[config.mk]
export PLATFORM = sky130hd
export DESIGN_NAME = instr_fetch_unit
export DESIGN_NICKNAME = d
export VERILOG_FILES = /design/src/rtl/instr_fetch_unit.sv
export SDC_FILE = /design/constraint.sdc
export NUM_CORES = 1
export LEC_CHECK = 0
export CORE_ASPECT_RATIO = 0.9
export CORE_MARGIN = 3
export CORE_UTILIZATION = 47
export DETAILED_ROUTE_END_ITERATION = 8
export GPL_ROUTABILITY_DRIVEN = 0
export PLACE_DENSITY_LB_ADDON = 0.05
export SLEW_MARGIN = 5
export SYNTH_ARGS = -nofsm -noshare
export SYNTH_HDL_FRONTEND = slang
export SYNTH_SLANG_ARGS = --single-unit
[constraint.sdc]
create_clock -name clk -period 4.4 [get_ports clk]
set_input_delay 1.1 -clock clk [delete_from_list [all_inputs] [get_ports clk]]
set_output_delay 1.1 -clock clk [all_outputs]
set_load 0.01 [all_outputs]
[src/rtl/instr_fetch_unit.sv]
// Instruction fetch stage: holds the PC and keeps one imem read outstanding.
// It presents the fetched word until the datapath acks it, then steps to the sequential or BEQ-taken PC.
module instr_fetch_unit #(
  parameter logic [31:0] RESET_PC = 32'h0000_0000
) (
  input  logic        clk,
  input  logic        rst_n,
  output logic        imem_req,
  output logic [31:0] imem_addr,
  input  logic        imem_ready,
  input  logic        imem_rvalid,
  input  logic [31:0] imem_rdata,
  output logic [31:0] instr,
  output logic        instr_valid,
  output logic [5:0]  opcode,
  output logic [5:0]  funct,
  output logic [31:0] pc,
  output logic [31:0] pc_plus4,
  input  logic        instr_ack,
  input  logic        branch,
  input  logic        zero,
  output logic [31:0] fetch_count
);

  typedef enum logic [1:0] {
    S_REQ  = 2'd0,
    S_WAIT = 2'd1,
    S_HOLD = 2'd2
  } state_t;

  state_t      state_r;
  state_t      state_s;
  logic [31:0] pc_r;
  logic [31:0] instr_r;
  logic        instr_valid_r;
  logic [31:0] fetch_count_r;
  logic [31:0] pc_plus4_s;
  logic [31:0] next_pc_s;
  logic        load_instr_s;
  logic        retire_s;

  // A taken BEQ adds the sign-extended word offset to pc+4. The low PC bits stay zero.
  function automatic logic [31:0] next_pc_f(input logic [31:0] pc4,
                                            input logic [31:0] ins,
                                            input logic        take);
    logic [31:0] offset;
    offset = {{14{ins[15]}}, ins[15:0], 2'b00};
    if (take) begin
      next_pc_f = pc4 + offset;
    end else begin
      next_pc_f = pc4;
    end
    next_pc_f[1:0] = 2'b00;
  endfunction

  assign pc_plus4_s = pc_r + 32'd4;
  assign next_pc_s  = next_pc_f(pc_plus4_s, instr_r, branch & zero);

  // Next-state logic: a request handshake, then a response handshake, then a hold until ack.
  always_comb begin
    state_s      = state_r;
    load_instr_s = 1'b0;
    retire_s     = 1'b0;
    case (state_r)
      S_REQ: begin
        if (imem_ready) begin
          state_s = S_WAIT;
        end else begin
          state_s = S_REQ;
        end
      end
      S_WAIT: begin
        if (imem_rvalid) begin
          state_s      = S_HOLD;
          load_instr_s = 1'b1;
        end else begin
          state_s = S_WAIT;
        end
      end
      S_HOLD: begin
        if (instr_ack) begin
          state_s  = S_REQ;
          retire_s = 1'b1;
        end else begin
          state_s = S_HOLD;
        end
      end
      default: begin
        state_s = S_REQ;
      end
    endcase
  end

  // State and datapath registers. Reset abandons any fetch in flight.
  always_ff @(posedge clk) begin
    if (!rst_n) begin
      state_r       <= S_REQ;
      pc_r          <= RESET_PC;
      instr_r       <= 32'h0000_0000;
      instr_valid_r <= 1'b0;
      fetch_count_r <= 32'd0;
    end else begin
      state_r <= state_s;
      if (load_instr_s) begin
        instr_r       <= imem_rdata;
        instr_valid_r <= 1'b1;
        fetch_count_r <= fetch_count_r + 32'd1;
      end
      if (retire_s) begin
        instr_valid_r <= 1'b0;
        pc_r          <= next_pc_s;
      end
    end
  end

  // The request is gated by reset so imem never sees a request while the core is held in reset.
  assign imem_req    = rst_n & (state_r == S_REQ);
  assign imem_addr   = pc_r;
  assign pc          = pc_r;
  assign pc_plus4    = pc_plus4_s;
  assign instr       = instr_r;
  assign instr_valid = instr_valid_r;
  assign opcode      = instr_r[31:26];
  assign funct       = instr_r[5:0];
  assign fetch_count = fetch_count_r;

endmodule

==> results of run 1 <==
-- layer usage --
layer	global-route usage, %	vias up	part of all wire, %
met2	40.4	298	44
met5	0	-	0.048
met3	6.97	27	8.8
met4	7.22	2	1.8
met1	36.5	3173	45
li1	-	3329	-
-- cell families (layout without fill, tap and decap cells) --
group / Yosys count / after routing
flops: 97 / 97
buf+inv: 94 / 245
fa+ha+maj: 39 / 39
mux: 7 / 7
simple gates: 358 / 358
compound gates: 206 / 206
xor+xnor: 71 / 71
other cells: 1 / 6
-- layout by cell type (no fill, tap or decap), types with 3 or more instances in the layout --
cell type and count:
a211oi_1 8, nor3_1 18, nand3b_1 3, nand2_1 134, or2_2 5, a211o_1 4, clkdlybuf4s50_1 206, nand4_1 13
and2_1 10, xnor2_1 33, o21bai_1 3, inv_1 6, conb_1 6, a22oi_1 5, a21o_1 19, o21ai_0 36
a311oi_1 8, mux2i_1 7, nor4_1 7, a21oi_1 82, a31oi_1 7, nand3_1 40, ha_1 38, nor2_1 76
xor2_1 37, buf_4 16, or3_1 10, clkbuf_16 9, nand2b_1 3, and3_1 17, and4_1 7, o21a_1 8
dfxtp_1 97
-- sequential cells by signal, summed over array words and instances (netlist names) --
signal / cells
fetch_count: 32
imem_addr: 30
instr: 32
instr_valid: 1
state_r: 2
-- through the flow --
step	util, %	worst slack, ns
floorplan	-	0.747
global placement	63.1	0.567
CTS	65.3	0.279
finish	65.3	0.289
global route	65.3	0.0432
detailed placement	63.1	0.471
-- synthesized netlist by cell type, drive strengths merged (2+ instances only) --
master	instances	area share, %
xnor2	34	4.5
nand4	13	1.2
nand3	40	3.0
o2111ai	2	0.26
or2	5	0.47
a311oi	8	1.1
o41ai	2	0.26
a31oi	7	0.66
dfxtp	97	29
xor2	37	4.9
a211o	4	0.53
nand3b	3	0.34
nor4	7	0.66
a21oi	82	6.2
nor2b	2	0.19
a221oi	2	0.26
o22ai	2	0.19
o21a	8	0.90
a22oi	5	0.56
clkbuf	33	1.9
ha	38	7.1
o21ai	38	2.9
nand2b	3	0.28
or3	11	1.1
and2	12	1.1
a21o	20	2.3
nor3	19	1.5
a41oi	2	0.26
nor2	78	4.4
a31o	2	0.26
and3	18	1.8
inv	7	0.39
nand2	134	7.6
o211ai	2	0.23
a211oi	9	1.2
mux2i	7	1.1
buf	54	5.8
and4	9	1.2
o21bai	3	0.34
-- area by class of cell --
cell class	count	area, sq um
Timing Repair Buffer	222	2180
Fill cell	1244	4720
Clock inverter	5	46.3
Tap cell	189	236
Sequential cell	97	1940
Clock buffer	11	253
Inverter	7	26.3
Multi-Input combinational cell	687	4210
-- power by group --
group          internal, mW  switching (mW)
sequential            0.894          0.0202
clock                 0.426           0.384
combinational         0.113           0.121
-- repair_timing --
item,in CTS,in global routing
buffers inserted,0,0
gates resized for setup,0,2
hold buffers,0,0
setup endpoints to repair,0,3
-- worst max path at each step --
stage                         end  cells after the start
CTS                  pc_plus4[28]                      7
detailed placement  imem_addr[31]                     14
global placement    imem_addr[30]                     15
finish               pc_plus4[28]                      7
global route        imem_addr[22]                     14
floorplan           imem_addr[31]                     14
-- worst max-delay path, cell delays in order (launching register included) --
cell and delay (ns):
dfxtp_1 0.47, and4_1 0.34, nand4_1 0.25, nor2_1 0.22
and4_1 0.35, nand3_1 0.18, xnor2_1 0.26, clkdlybuf4s50_1 0.58
==> impl_metrics.yaml, run 1 <==
timing:
  drv_slew: 0
  fin_worst_skew_ns: 0.00958
  slew_headroom_pct: 45.3
  rsz0062_at_grt: "no"
  period_share_pct: 93.4
  min_period_ns: 4.11
  hold_ws_ns: 0.453
  finalSetupViolCount: 0
  setup_tns_ns: 0
  fmax_mhz: 243
  finalHoldViolCount: 0
  worst_pin_slew_ns: 0.819
worst_hold_path:
  min-delay-start: "instr[16]"
  hp-class: "flop to flop"
  holdPathStages: 2
  whs_endpoint: "instr[16]"
global_route:
  antenna_found_initial: 1
  grt_pass1_wl_microns: 33700
  grt_max_degree: 38
  grt_overflow_total: 0
  grt_pass1_vias: 6328
  grt_usage_pct: 26.3
yosys:
  synth-main-ff-cell: "dfxtp_1"
  syn_area_sq_um: 6660
  synth.area.mux_share_pct: 1.05
  synth_edf_count: 0
  synth_top_family_by_area: "simple AND/OR/NAND/NOR gates"
  postSynth.asyncResetShare_pct: 0
  ys_types: 66
  yosys.area_share.xor_xnor_pct: 9.34
  netlist_instances: 873
  yosys_warnings: 0
  ys_seq_elements: 97
  synthAdderAreaFrac_pct: 7.45
  seq_area_frac_synth_pct: 29.2
  yosys.area_share.simple_pct: 25.4
  synth-compound-area-share_pct: 19.5
  syn_area_per_cell_sq_um: 7.62
floorplanning:
  io_pins: 213
  die_x_microns: 131
  rows: 40
  core_sq_um: 13600
  die_h_microns: 119
  initial_utilization_pct: 48.9
  die-area_sq_um: 15600
clock_tree:
  numCtsBuffers: 9
  cts.sinks: 97
  clock_latency_ns: 0.36
  root_buffer: "clkbuf_16"
  htree_num_levels: 3
  cts_tree: "built"
  clockBufferDepth: 2
  clkTransAtPathRegs_ns: 0.07
finish:
  fin_cells: 1218
  area_delta_synth_final_pct: 33.7
  num_antenna_cells: 0
  fin_area_sq_um: 8900
  drive_gt1_share_pct: 5.34
  final_nets: 1102
critical_path:
  path_class: "flop to primary output"
  worst-path-max-fanout: 7
  setup.worst_path.start_class: "flop"
  cp_data_required_time_ns: 3.30
  worstReg2RegEnd: "imem_addr[31]"
  timing.critical_path.from: "imem_addr[5]"
  r2r_start: "imem_addr[5]"
  end_kind: "primary output"
  arrival_ns: 3.01
  rr_worst_depth: 14
  r2r_setup_slack_ns: 0.43
place:
  dp_hpwl_microns: 15500
  dp.cells: 1202
  placed_area_sq_um: 8590
  port_buffers: 206
route:
  wl_per_cell_microns: 17.1
  viasPerCell: 5.61
  drtIter0Drc: 695
  route.detailed.drc: 0
  routed-via-count: 6829
  dr.pass1.iters: 6
  ant_nets: 0
  wl_microns: 20900
power_and_ir_drop:
  p_leak_nw: 3.39
  power.density_nw_per_um2: 220
  fin_total_pwr_mw: 1.96
  vdd_drop_max_mv: 0.226
job:
  maxCapViolCount: 0
run_status:
  status: "finished, final reports clean"
No activity file was read; power rests on OpenSTA's default activity.
==> inputs of run 2 (changes only) <==
CAP_MARGIN = 5   (was unset)
==> results of run 2 <==
Same layout as run 1: the final DEF is identical, and so are final timing and power.
==> inputs of run 3 (changes only) <==
CTS_BUF_LIST = sky130_fd_sc_hd__clkbuf_16   (was unset)
REMOVE_ABC_BUFFERS = 1   (was unset)
==> impl_metrics.yaml, run 3 (synthesized netlist as in run 1, its figures left out) <==
timing:
  min_period_ns: 4.00
  setup_tns_ns: 0
  fmax_mhz: 250
  worst_pin_slew_ns: 1.08
  drv_slew: 0
  finalSetupViolCount: 0
  fin_ws_ns: 0.396
  rsz0062_at_grt: "no"
  period_share_pct: 91.0
  fin_worst_skew_ns: 0.00761
  finalHoldViolCount: 0
  slew_headroom_pct: 27.8
finish:
  final_nets: 1099
  num_antenna_cells: 0
  final_core_util_pct: 65.2
  area_delta_synth_final_pct: 33.4
  final_common_cell: "clkdlybuf4s50_1"
  drive_gt1_share_pct: 4.68
  layout_common_cells: "206 x clkdlybuf4s50_1, 134 x nand2_1, 97 x dfxtp_1"
floorplanning:
  die-area_sq_um: 15600
  rows: 40
  io_pins: 213
  die_h_microns: 119
  core_sq_um: 13600
  initial_utilization_pct: 48.9
  die_x_microns: 131
worst_hold_path:
  hp-class: "flop to flop"
clock_tree:
  cts_resized: 0
  root_buffer: "clkbuf_16"
  clock_latency_ns: 0.36
  cts.sinks: 97
  clockBufferDepth: 2
  clkTransAtPathRegs_ns: 0.07
  cts_setup_buffers: 0
  hold_buffers: 0
  cts_tree: "built"
  numCtsBuffers: 9
  htree_num_levels: 3
global_route:
  grt_overflow_total: 0
  antenna_found_initial: 0
  grt_pass1_wl_microns: 33000
  grt_pass1_vias: 6451
  grt_usage_pct: 25.7
  grt_max_degree: 53
route:
  viasPerCell: 5.59
  dr.pass1.iters: 5
  route.detailed.drc: 0
  wl_microns: 20400
  drtIter0Drc: 510
  ant_nets: 0
  wl_per_cell_microns: 16.8
  routed-via-count: 6795
critical_path:
  worst-path-max-fanout: 7
  arrival_ns: 2.90
  path_class: "flop to primary output"
  end_kind: "primary output"
  cp_data_required_time_ns: 3.30
  setup.worst_path.start_class: "flop"
place:
  dp_hpwl_microns: 15100
  port_buffers: 206
  dp_slack_ns: 0.524
run_status:
  status: "finished, final reports clean"
power_and_ir_drop:
  p_int_mw: 1.40
  swShare_pct: 26.9
  power.density_nw_per_um2: 215
  p_leak_nw: 3.36
  vdd_drop_max_mv: 0.231
  p_switching_mw: 0.515
  p_clk_share_pct: 40.0
  pwr-share-comb_pct: 12.2
  p_seq_share_pct: 47.8
job:
  maxCapViolCount: 0
-- run 3: cell count changes in the layout (fill, tap and decap cells not counted), sizes merged --
cell / change
buf: -3
clkbuf: -2
clkinv: +2
clkinvlp: +1
inv: -1
-- run 3: critical path, cell delays in order (launching register included) --
cell	delay, ns
dfxtp_1	0.44
and4_1	0.32
nand4_1	0.23
nor2_1	0.20
and4_1	0.37
nand3_1	0.18
xnor2_1	0.24
clkdlybuf4s50_1	0.57
-- run 3: path summary, 6_finish.rpt --
kind	start	endpoint	slack, ns	depth (start not counted)
worst max-delay path	imem_addr[5]	pc_plus4[28]	0.40	7
worst min-delay path	instr[23]	instr[23]	0.45	2
worst max register to register	imem_addr[5]	imem_addr[22]	0.43	14
worst min register to register	instr[23]	instr[23]	0.45	2
-- run 3: cell type report --
type	count	area, sq um
Inverter	7	26.3
Timing Repair Buffer	219	2180
Multi-Input combinational cell	687	4210
Tap cell	189	236
Fill cell	1256	4740
Sequential cell	97	1940
Clock buffer	9	225
Clock inverter	7	57.6
-- run 3: through the flow --
| stage | hold slack [ns] | area [sq um] | total power, mW | instances |
|---|---|---|---|---|
| floorplan | 0.481 | 6170 | 1.03 | 791 |
| global placement | 0.441 | 8590 | 1.17 | 1199 |
| detailed placement | 0.448 | 8590 | 1.17 | 1199 |
| CTS | 0.456 | 8880 | 1.92 | 1215 |
| global route | 0.483 | 8880 | 1.98 | 1215 |
| finish | 0.452 | 8880 | 1.91 | 1215 |
-- run 3: routing by layer --
| layer | part of all wire [%] | track usage [%] |
|---|---|---|
| met1 | 45 | 33.5 |
| met3 | 8.8 | 7.94 |
| met5 | 0 | 0 |
| met4 | 1.3 | 6.69 |
| met2 | 45 | 41.4 |
-- run 3: power groups by stage --
stage | Sequential (mW) | Combinational (mW) | Clock (mW)
after floorplan | 0.941 | 0.0935 | 0
after global placement | 0.933 | 0.233 | 0
after detailed placement | 0.934 | 0.233 | 0
after CTS | 0.913 | 0.234 | 0.776
after global routing | 0.916 | 0.257 | 0.805
final | 0.913 | 0.234 | 0.765
